<file path="config.mk">
export PLATFORM = sky130hd
export DESIGN_NAME = jk_bank_ctrl_flat
export DESIGN_NICKNAME = d
export VERILOG_FILES = /design/src/rtl/jk_ctrl_pkg.sv /design/src/rtl/jk_bank_ctrl_if.sv /design/src/rtl/jk_cell.sv /design/src/rtl/jk_bank_ctrl.sv /design/src/flat_wrapper.sv
export SDC_FILE = /design/constraint.sdc
export NUM_CORES = 1
export LEC_CHECK = 0
export ABC_AREA = 1
export CAP_MARGIN = 20
export CORE_MARGIN = 3
export CORE_UTILIZATION = 36
export CTS_BUF_LIST = sky130_fd_sc_hd__clkbuf_16
export DETAILED_ROUTE_END_ITERATION = 10
export PLACE_DENSITY_LB_ADDON = 0.15
export SYNTH_ARGS = -nofsm -noshare
export SYNTH_HDL_FRONTEND = slang
export SYNTH_HIERARCHICAL = 1
export SYNTH_SLANG_ARGS = --single-unit
</file>
<file path="constraint.sdc">
create_clock -name clk -period 1.58 [get_ports clk]
set_input_delay 0.237 -clock clk [delete_from_list [all_inputs] [get_ports clk]]
set_output_delay 0.237 -clock clk [all_outputs]
set_load 0.1 [all_outputs]
</file>
<file path="src/rtl/jk_ctrl_pkg.sv">
// Shared definitions for the JK bank sequencer.
//   - Op-code encodings for the command interface
//   - FSM state encoding for the controller
//   - Default bank geometry
//   - Helper to classify reserved op codes
package jk_ctrl_pkg;

  localparam int unsigned DEFAULT_WIDTH = 4;
  localparam int unsigned DEFAULT_CNT_W = 8;
  localparam int unsigned OP_W          = 3;

  localparam logic [OP_W-1:0] OP_NOP    = 3'd0;
  localparam logic [OP_W-1:0] OP_CLEAR  = 3'd1;
  localparam logic [OP_W-1:0] OP_LOAD   = 3'd2;
  localparam logic [OP_W-1:0] OP_UP     = 3'd3;
  localparam logic [OP_W-1:0] OP_DOWN   = 3'd4;
  localparam logic [OP_W-1:0] OP_TOGGLE = 3'd5;

  typedef enum logic [1:0] {
    StIdle = 2'd0,
    StRun  = 2'd1,
    StDone = 2'd2
  } state_e;

  // Codes above OP_TOGGLE are reserved: executed as NOP, flagged with err.
  function automatic logic op_is_reserved(logic [OP_W-1:0] op);
    return op > OP_TOGGLE;
  endfunction

endpackage

</file>
<file path="src/rtl/jk_bank_ctrl_if.sv">
// Command channel for jk_bank_ctrl.
//   cmd_valid  master->slave  command present
//   cmd_ready  slave->master  controller idle and able to accept
//   cmd_op     master->slave  operation code
//   cmd_data   master->slave  load value or toggle mask
//   cmd_count  master->slave  number of steps to apply
interface jk_bank_ctrl_if #(
  parameter int unsigned WIDTH = 4,
  parameter int unsigned CNT_W = 8
);

  logic             cmd_valid;
  logic             cmd_ready;
  logic [2:0]       cmd_op;
  logic [WIDTH-1:0] cmd_data;
  logic [CNT_W-1:0] cmd_count;

  modport master (
    output cmd_valid,
    output cmd_op,
    output cmd_data,
    output cmd_count,
    input  cmd_ready
  );

  modport slave (
    input  cmd_valid,
    input  cmd_op,
    input  cmd_data,
    input  cmd_count,
    output cmd_ready
  );

endinterface

</file>
<file path="src/rtl/jk_cell.sv">
// Single JK flip-flop storage cell.
//   clk  rising-edge clock
//   rst  asynchronous active-low reset, clears q
//   j    set input
//   k    reset input
//   q    stored bit
// {j,k}: 00 hold, 01 reset, 10 set, 11 toggle.
module jk_cell (
  input  logic clk,
  input  logic rst,
  input  logic j,
  input  logic k,
  output logic q
);

  logic q_q;

  always_ff @(posedge clk or negedge rst) begin
    if (!rst) begin
      q_q <= 1'b0;
    end else begin
      case ({j, k})
        2'b00:   q_q <= q_q;
        2'b01:   q_q <= 1'b0;
        2'b10:   q_q <= 1'b1;
        default: q_q <= ~q_q;
      endcase
    end
  end

  assign q = q_q;

endmodule

</file>
<file path="src/rtl/jk_bank_ctrl.sv">
// Sequencer for a bank of WIDTH JK cells.
// Accepts one command at a time over a valid/ready handshake, then drives the
// per-bit J/K inputs for `count` cycles to clear, load, count up/down or
// toggle the bank. Pulses done on completion (with err for reserved ops).
//   clk   rising-edge clock
//   rst   asynchronous active-low reset
//   cmd   command channel (slave side): valid/ready/op/data/count
//   q     JK bank state
//   busy  high while a command is in RUN or DONE
//   done  one-cycle completion pulse
//   wrap  one-cycle pulse in the cycle q first shows an UP/DOWN wrap
//   err   one-cycle pulse alongside done for a reserved op
module jk_bank_ctrl
  import jk_ctrl_pkg::*;
#(
  parameter int unsigned WIDTH = DEFAULT_WIDTH,
  parameter int unsigned CNT_W = DEFAULT_CNT_W
) (
  input  logic             clk,
  input  logic             rst,
  jk_bank_ctrl_if.slave    cmd,
  output logic [WIDTH-1:0] q,
  output logic             busy,
  output logic             done,
  output logic             wrap,
  output logic             err
);

  // ---------------------------------------------------------------------------
  // Controller state
  // ---------------------------------------------------------------------------
  state_e           state_q, state_d;
  logic [OP_W-1:0]  op_q, op_d;
  logic [WIDTH-1:0] data_q, data_d;
  logic [CNT_W-1:0] remaining_q, remaining_d;
  logic             wrap_q, wrap_d;

  logic             step_en;
  logic [WIDTH-1:0] carry;
  logic [WIDTH-1:0] j;
  logic [WIDTH-1:0] k;

  always_ff @(posedge clk or negedge rst) begin
    if (!rst) begin
      state_q     <= StIdle;
      op_q        <= OP_NOP;
      data_q      <= '0;
      remaining_q <= '0;
      wrap_q      <= 1'b0;
    end else begin
      state_q     <= state_d;
      op_q        <= op_d;
      data_q      <= data_d;
      remaining_q <= remaining_d;
      wrap_q      <= wrap_d;
    end
  end

  // ---------------------------------------------------------------------------
  // Next-state logic
  // ---------------------------------------------------------------------------
  always_comb begin
    state_d     = state_q;
    op_d        = op_q;
    data_d      = data_q;
    remaining_d = remaining_q;

    unique case (state_q)
      StIdle: begin
        // cmd_ready is high throughout IDLE, so valid alone completes the handshake.
        if (cmd.cmd_valid) begin
          op_d        = cmd.cmd_op;
          data_d      = cmd.cmd_data;
          remaining_d = cmd.cmd_count;
          state_d     = (cmd.cmd_count == '0) ? StDone : StRun;
        end
      end
      StRun: begin
        remaining_d = remaining_q - CNT_W'(1);
        if (remaining_q == CNT_W'(1)) begin
          state_d = StDone;
        end
      end
      StDone: begin
        state_d = StIdle;
      end
      default: begin
        state_d = StIdle;
      end
    endcase
  end

  // ---------------------------------------------------------------------------
  // J/K decode
  // ---------------------------------------------------------------------------
  assign step_en = (state_q == StRun);

  // Ripple enable for counting: bit i flips when all lower bits are 1 (UP)
  // or all lower bits are 0 (DOWN).
  always_comb begin
    carry    = '0;
    carry[0] = 1'b1;
    for (int unsigned i = 1; i < WIDTH; i++) begin
      carry[i] = carry[i-1] & ((op_q == OP_DOWN) ? ~q[i-1] : q[i-1]);
    end
  end

  always_comb begin
    j = '0;
    k = '0;
    if (step_en) begin
      unique case (op_q)
        OP_CLEAR: begin
          k = '1;
        end
        OP_LOAD: begin
          j = data_q;
          k = ~data_q;
        end
        OP_UP, OP_DOWN: begin
          j = carry;
          k = carry;
        end
        OP_TOGGLE: begin
          j = data_q;
          k = data_q;
        end
        default: begin
          // NOP and reserved codes leave the bank untouched.
        end
      endcase
    end
  end

  // ---------------------------------------------------------------------------
  // Wrap detect
  // ---------------------------------------------------------------------------
  // Evaluated against q before the step edge so the registered pulse lines up
  // with the cycle in which q first shows the wrapped value.
  always_comb begin
    wrap_d = 1'b0;
    if (step_en) begin
      if (op_q == OP_UP && (&q)) begin
        wrap_d = 1'b1;
      end else if (op_q == OP_DOWN && !(|q)) begin
        wrap_d = 1'b1;
      end
    end
  end

  // ---------------------------------------------------------------------------
  // JK storage bank
  // ---------------------------------------------------------------------------
  for (genvar gi = 0; gi < WIDTH; gi++) begin : g_cell
    jk_cell u_cell (
      .clk (clk),
      .rst (rst),
      .j   (j[gi]),
      .k   (k[gi]),
      .q   (q[gi])
    );
  end

  // ---------------------------------------------------------------------------
  // Outputs
  // ---------------------------------------------------------------------------
  assign cmd.cmd_ready = (state_q == StIdle);
  assign busy          = (state_q != StIdle);
  assign done          = (state_q == StDone);
  assign err           = (state_q == StDone) && op_is_reserved(op_q);
  assign wrap          = wrap_q;

endmodule

</file>
<file path="src/flat_wrapper.sv">
// flat-port wrapper written by rule: the top's interface ports become plain ports
module jk_bank_ctrl_flat import jk_ctrl_pkg::*;
#(
  parameter int unsigned WIDTH = DEFAULT_WIDTH,
  parameter int unsigned CNT_W = DEFAULT_CNT_W
)
  (clk, rst, q, busy, done, wrap, err, cmd_cmd_valid, cmd_cmd_op, cmd_cmd_data, cmd_cmd_count, cmd_cmd_ready);
  jk_bank_ctrl_if #(.WIDTH(WIDTH), .CNT_W(CNT_W)) cmd_i ();
  input  logic clk;
  input  logic rst;
  output logic [WIDTH-1:0] q;
  output logic busy;
  output logic done;
  output logic wrap;
  output logic err;
  input wire logic [$bits(cmd_i.cmd_valid)-1:0] cmd_cmd_valid;
  input wire logic [$bits(cmd_i.cmd_op)-1:0] cmd_cmd_op;
  input wire logic [$bits(cmd_i.cmd_data)-1:0] cmd_cmd_data;
  input wire logic [$bits(cmd_i.cmd_count)-1:0] cmd_cmd_count;
  output wire logic [$bits(cmd_i.cmd_ready)-1:0] cmd_cmd_ready;
  assign cmd_i.cmd_valid = cmd_cmd_valid;
  assign cmd_i.cmd_op = cmd_cmd_op;
  assign cmd_i.cmd_data = cmd_cmd_data;
  assign cmd_i.cmd_count = cmd_cmd_count;
  assign cmd_cmd_ready = cmd_i.cmd_ready;
  jk_bank_ctrl #(.WIDTH(WIDTH), .CNT_W(CNT_W)) u_core (.clk(clk), .rst(rst), .cmd(cmd_i), .q(q), .busy(busy), .done(done), .wrap(wrap), .err(err));
endmodule
</file>
==> qor.log <==
INFO  critical_path  timing.critical_path.to_type=flop
INFO  clock_tree     cts-htree-levels=1
INFO  yosys          ys_warn_count=6
INFO  global_route   total_global_routing_overflow=0
INFO  sta            setup-violations-final=6
INFO  yosys          syn-num-nets=263
INFO  route          drt_wl_total=4340um
INFO  clock_tree     tritoncts=done
INFO  critical_path  critical-path-max-stage-delay=0.45ns
INFO  placed_design  portBuffers=26
INFO  global_route   globalRouteMet3Util=0.0289
INFO  status         violations_in_the_final_reports=negative setup slack
INFO  critical_path  ff2ff_setup_slack=-0.22ns
INFO  layout         area_delta_synth_final=59.2%
INFO  global_route   global_route.usage.total=0.176
INFO  critical_path  cpLargestDelayFamily=flip-flops
INFO  placed_design  globalplace.congestion=0.882
INFO  yosys          syn-instance-count=235
INFO  clock_tree     tritoncts.num_buffers=3
INFO  power_and_ir_drop p_leak=1.22nW
INFO  power_and_ir_drop pwr_density_cell=2340mW/mm2
INFO  critical_path  worst_path_max_delay_cell=dfrtp_2
INFO  floorplanning  core.rowCount=23
INFO  critical_path  worst_ep_required_time=1.73ns
INFO  yosys          synth.lib_cells_used.distinct=23
INFO  job            drv.max_cap_violation_count=0
INFO  power_and_ir_drop irDropWorstVdd=0.00100V
INFO  global_route   first_pass_grt_wire_length=7450um
INFO  critical_path  crit_chain=nand2_2 > nor2_4 > buf_4 > inv_1 > o21ai_2 > inv_1 > a21oi_2 > inv_2 > ha_4 > nand2_1 > nand3_1 > nand2_1
INFO  global_route   grt-busiest-layer=met2
INFO  power_and_ir_drop clock_power_share=0.121
INFO  yosys          seq_area_frac_synth=0.339
INFO  sta            skew=0.00124ns
INFO  clock_tree     clk_root_buffer_cell=clkbuf_16
INFO  yosys          postSynthRegisterBits=22
INFO  route          detail_route.drc_violations=0
INFO  global_route   grt_max_degree=23
INFO  route          wire_per_inst=12.5um
INFO  layout         final_layout_size_suffix_gt1_frac=0.368
INFO  sta            final.min_clock_period=1.80ns
INFO  global_route   grt_use_met2=0.322
INFO  sta            max_slew_margin=0.789
INFO  layout         finalInstanceArea=0.00258mm2
INFO  floorplanning  floorplan_die_width=73.1um
INFO  layout         finish.net_count=325
INFO  worst_hold_path hold_wc_path_type=input port to async pin
INFO  sta            final_critical_path_setup_slack=-0.223ns
INFO  critical_path  rr_worst_depth=12
INFO  sta            hold_violations=0
INFO  clock_tree     longest_clk_path_bufs=2
INFO  layout         fin_util=0.619
INFO  critical_path  crit_path_max_fanout=5
INFO  route          drtPass1Iterations=4
INFO  yosys          post_synth_instance_area=0.00162mm2
INFO  sta            period_share=1.14
INFO  floorplanning  fp.dieArea=0.00535mm2
INFO  floorplanning  ioPinCount=27
INFO  power_and_ir_drop internal-power=3.09mW
INFO  sta            tightestPinTransition=0.315ns
INFO  clock_tree     clkSlewWorstSetupHoldPaths=0.07ns
INFO  critical_path  critical_path_arrival=1.96ns
INFO  critical_path  criticalPathCategory=flop to flop
INFO  power_and_ir_drop share_seq_of_total_power=0.201
INFO  status         result_of_the_run=finished, violations left
INFO  clock_tree     cts_hold_buffers=0
INFO  route          detailroute.via_count=1,668
INFO  placed_design  dpl_cell_area=0.00221mm2
INFO  sta            finalMaxSlewViolations=0
INFO  power_and_ir_drop p_comb_frac=0.678
INFO  layout         antenna_cells_inserted=0
INFO  floorplanning  chipHeight=73.1um
INFO  power_and_ir_drop sw_frac_of_total=0.489
INFO  power_and_ir_drop p_sw=2.96mW
INFO  route          vias_per_cell=4.82
INFO  critical_path  critical_path_buf_inv_count=4
INFO  global_route   vias_in_the_first_global_route=1,739
INFO  clock_tree     clk_latency=0.26ns
INFO  sta            setup_repair_after_global_routing_missed_its_margin=yes
INFO  global_route   number_of_antenna_violations_at_the_first_check_in_global_routing=0
INFO  yosys          post_synth.cell_area_avg=6.91um2
INFO  floorplanning  initial_utilization=0.389
INFO  route          antenna_violating_nets_post_route=0
INFO  route          drt_first_iter_violations=52
INFO  critical_path  critical_path.reg2reg.endpoint=u_core/g_cell[1].u_cell/q
INFO  clock_tree     cts.sink_count=22
INFO  global_route   m1_gr_usage=0.200
INFO  critical_path  worstReg2RegStart=u_core/op_q[1]
INFO  placed_design  post-dp-hpwl=2860um
INFO  floorplanning  fp.coreArea=0.00417mm2
INFO  critical_path  critPathLaunchType=flop
INFO  sta            fmax=555MHz
cells in the final DEF (no fill, tap or decap), types with 2 or more instances in the layout:
cell             instances
dfrtp_1                 16
mux2_2                   2
inv_1                   31
nand2_4                  3
buf_4                   28
ha_1                     6
clkbuf_16                3
buf_6                    7
a21oi_1                  9
nand3_4                  2
buf_12                   9
o21ai_0                 13
inv_4                    2
mux2_4                   2
nor3_1                   2
nor2_2                   2
ha_4                     4
dfrtp_4                  2
nand3_1                 12
clkdlybuf4s50_1         17
nor2_4                   3
a21oi_2                  5
dfrtp_2                  4
nand2_2                  8
o21ai_1                  2
nand4_1                  2
nand2_1                 46
nor2_1                  27
inv_2                   14
o22ai_1                  2
o21ai_2                  3
kinds of logic (layout without fill, tap and decap cells):
| logic type | after synthesis | count (layout) | share of synthesized area |
|---|---|---|---|
| and+or+nand+nor | 111 | 111 | 0.292 |
| buffers and inverters | 52 | 113 | 0.139 |
| AOI/OAI and AO/OA | 36 | 36 | 0.120 |
| DFF | 22 | 22 | 0.339 |
| adders and majority gates | 10 | 10 | 0.0771 |
| muxes | 4 | 4 | 0.0324 |
cell usage after synthesis:
| cell | n | area share |
|---|---|---|
| mux2_4 | 2 | 0.019 |
| ha_1 | 10 | 0.077 |
| nor2_1 | 32 | 0.074 |
| nand2_4 | 1 | 0.0069 |
| nor4_1 | 1 | 0.0039 |
| or2_2 | 1 | 0.0039 |
| buf_6 | 4 | 0.028 |
| nor3_1 | 2 | 0.0062 |
| o21ai_2 | 2 | 0.011 |
| inv_2 | 3 | 0.0069 |
| o21a_1 | 1 | 0.0046 |
| nand3_1 | 15 | 0.046 |
| o211ai_1 | 1 | 0.0046 |
| nor2_8 | 1 | 0.012 |
| a21oi_1 | 14 | 0.043 |
| dfrtp_1 | 22 | 0.34 |
| o22ai_1 | 2 | 0.0077 |
| mux2_2 | 2 | 0.014 |
| nand2_1 | 55 | 0.13 |
| nand2_2 | 1 | 0.0039 |
| nand4_1 | 2 | 0.0077 |
| o21ai_0 | 16 | 0.049 |
| inv_1 | 45 | 0.10 |
layout make-up:
type	count	area [um2]
flip-flops and latches	22	563
fillers	365	1590
multi-input cells	161	1020
clock buffers	3	75.1
inverters	48	189
well taps	50	62.6
clock inverters	1	30.0
repair buffers	61	639
worst max-delay path by stage:
stage	end	cells past startpoint	startpoint	slack (ns)
6_report	u_core/g_cell[1].u_cell/q	12	u_core/op_q[1]	-0.22
5_1_grt	u_core/g_cell[3].u_cell/q	12	u_core/op_q[1]	-0.34
4_1_cts	u_core/g_cell[3].u_cell/q	12	u_core/op_q[1]	-0.17
3_5_place_dp	u_core/g_cell[1].u_cell/q	13	u_core/op_q[1]	-0.25
3_3_place_gp	u_core/g_cell[3].u_cell/q	12	u_core/op_q[1]	-0.21
2_1_floorplan	err	2	u_core/state_q[1]	-0.28
routing by layer:
layer  vias up  routed length (um)  part of all wire
met5         -                   0                 0
met2        30                2360              0.54
met4         0                  63             0.015
met3         6                 130             0.030
li1        858                   -                 -
met1       774                1780              0.41
power by group through the flow:
stage | combinational, mW | sequential [mW] | clock, mW
after floorplan | 2.09 | 1.47 | 0
after global placement | 3.50 | 1.14 | 0
after detailed placement | 3.55 | 1.14 | 0
after CTS | 3.82 | 1.16 | 0.747
after global routing | 4.53 | 1.25 | 0.772
final | 4.10 | 1.21 | 0.732
per-stage QoR:
step	setup slack, ns	setup TNS [ns]	std cells	power (mW)	hold slack (ns)
final	-0.223	-0.742	346	6.04	0.336
after global routing	-0.338	-1.34	346	6.56	0.365
after CTS	-0.167	-0.631	344	5.72	0.351
after detailed placement	-0.249	-0.880	330	4.70	0.495
after global placement	-0.208	-0.734	330	4.64	0.486
after floorplan	-0.285	-0.849	235	3.57	-0.0586
flip-flops by register name, indices dropped and copies added, names as in the netlist:
name	count
u_core/state_q	2
u_core/g_cell.u_cell/q	4
u_core/wrap	1
u_core/data_q	4
u_core/remaining_q	8
u_core/op_q	3
worst reg2reg max path, stage by stage, from the launching register on:
cell     delay [ns]
dfrtp_2        0.45
nand2_2        0.09
nor2_4         0.14
buf_4          0.13
inv_1          0.04
o21ai_2        0.12
inv_1          0.07
a21oi_2        0.17
inv_2          0.06
ha_4           0.26
nand2_1        0.05
nand3_1        0.07
nand2_1        0.05
timing repair:
action                     4_1_cts  5_1_grt
pin swaps                       11       23
setup buffers                   10        4
resized for setup               20       34
setup endpoints to repair        5        6
Power figures use the tool's default switching activity.
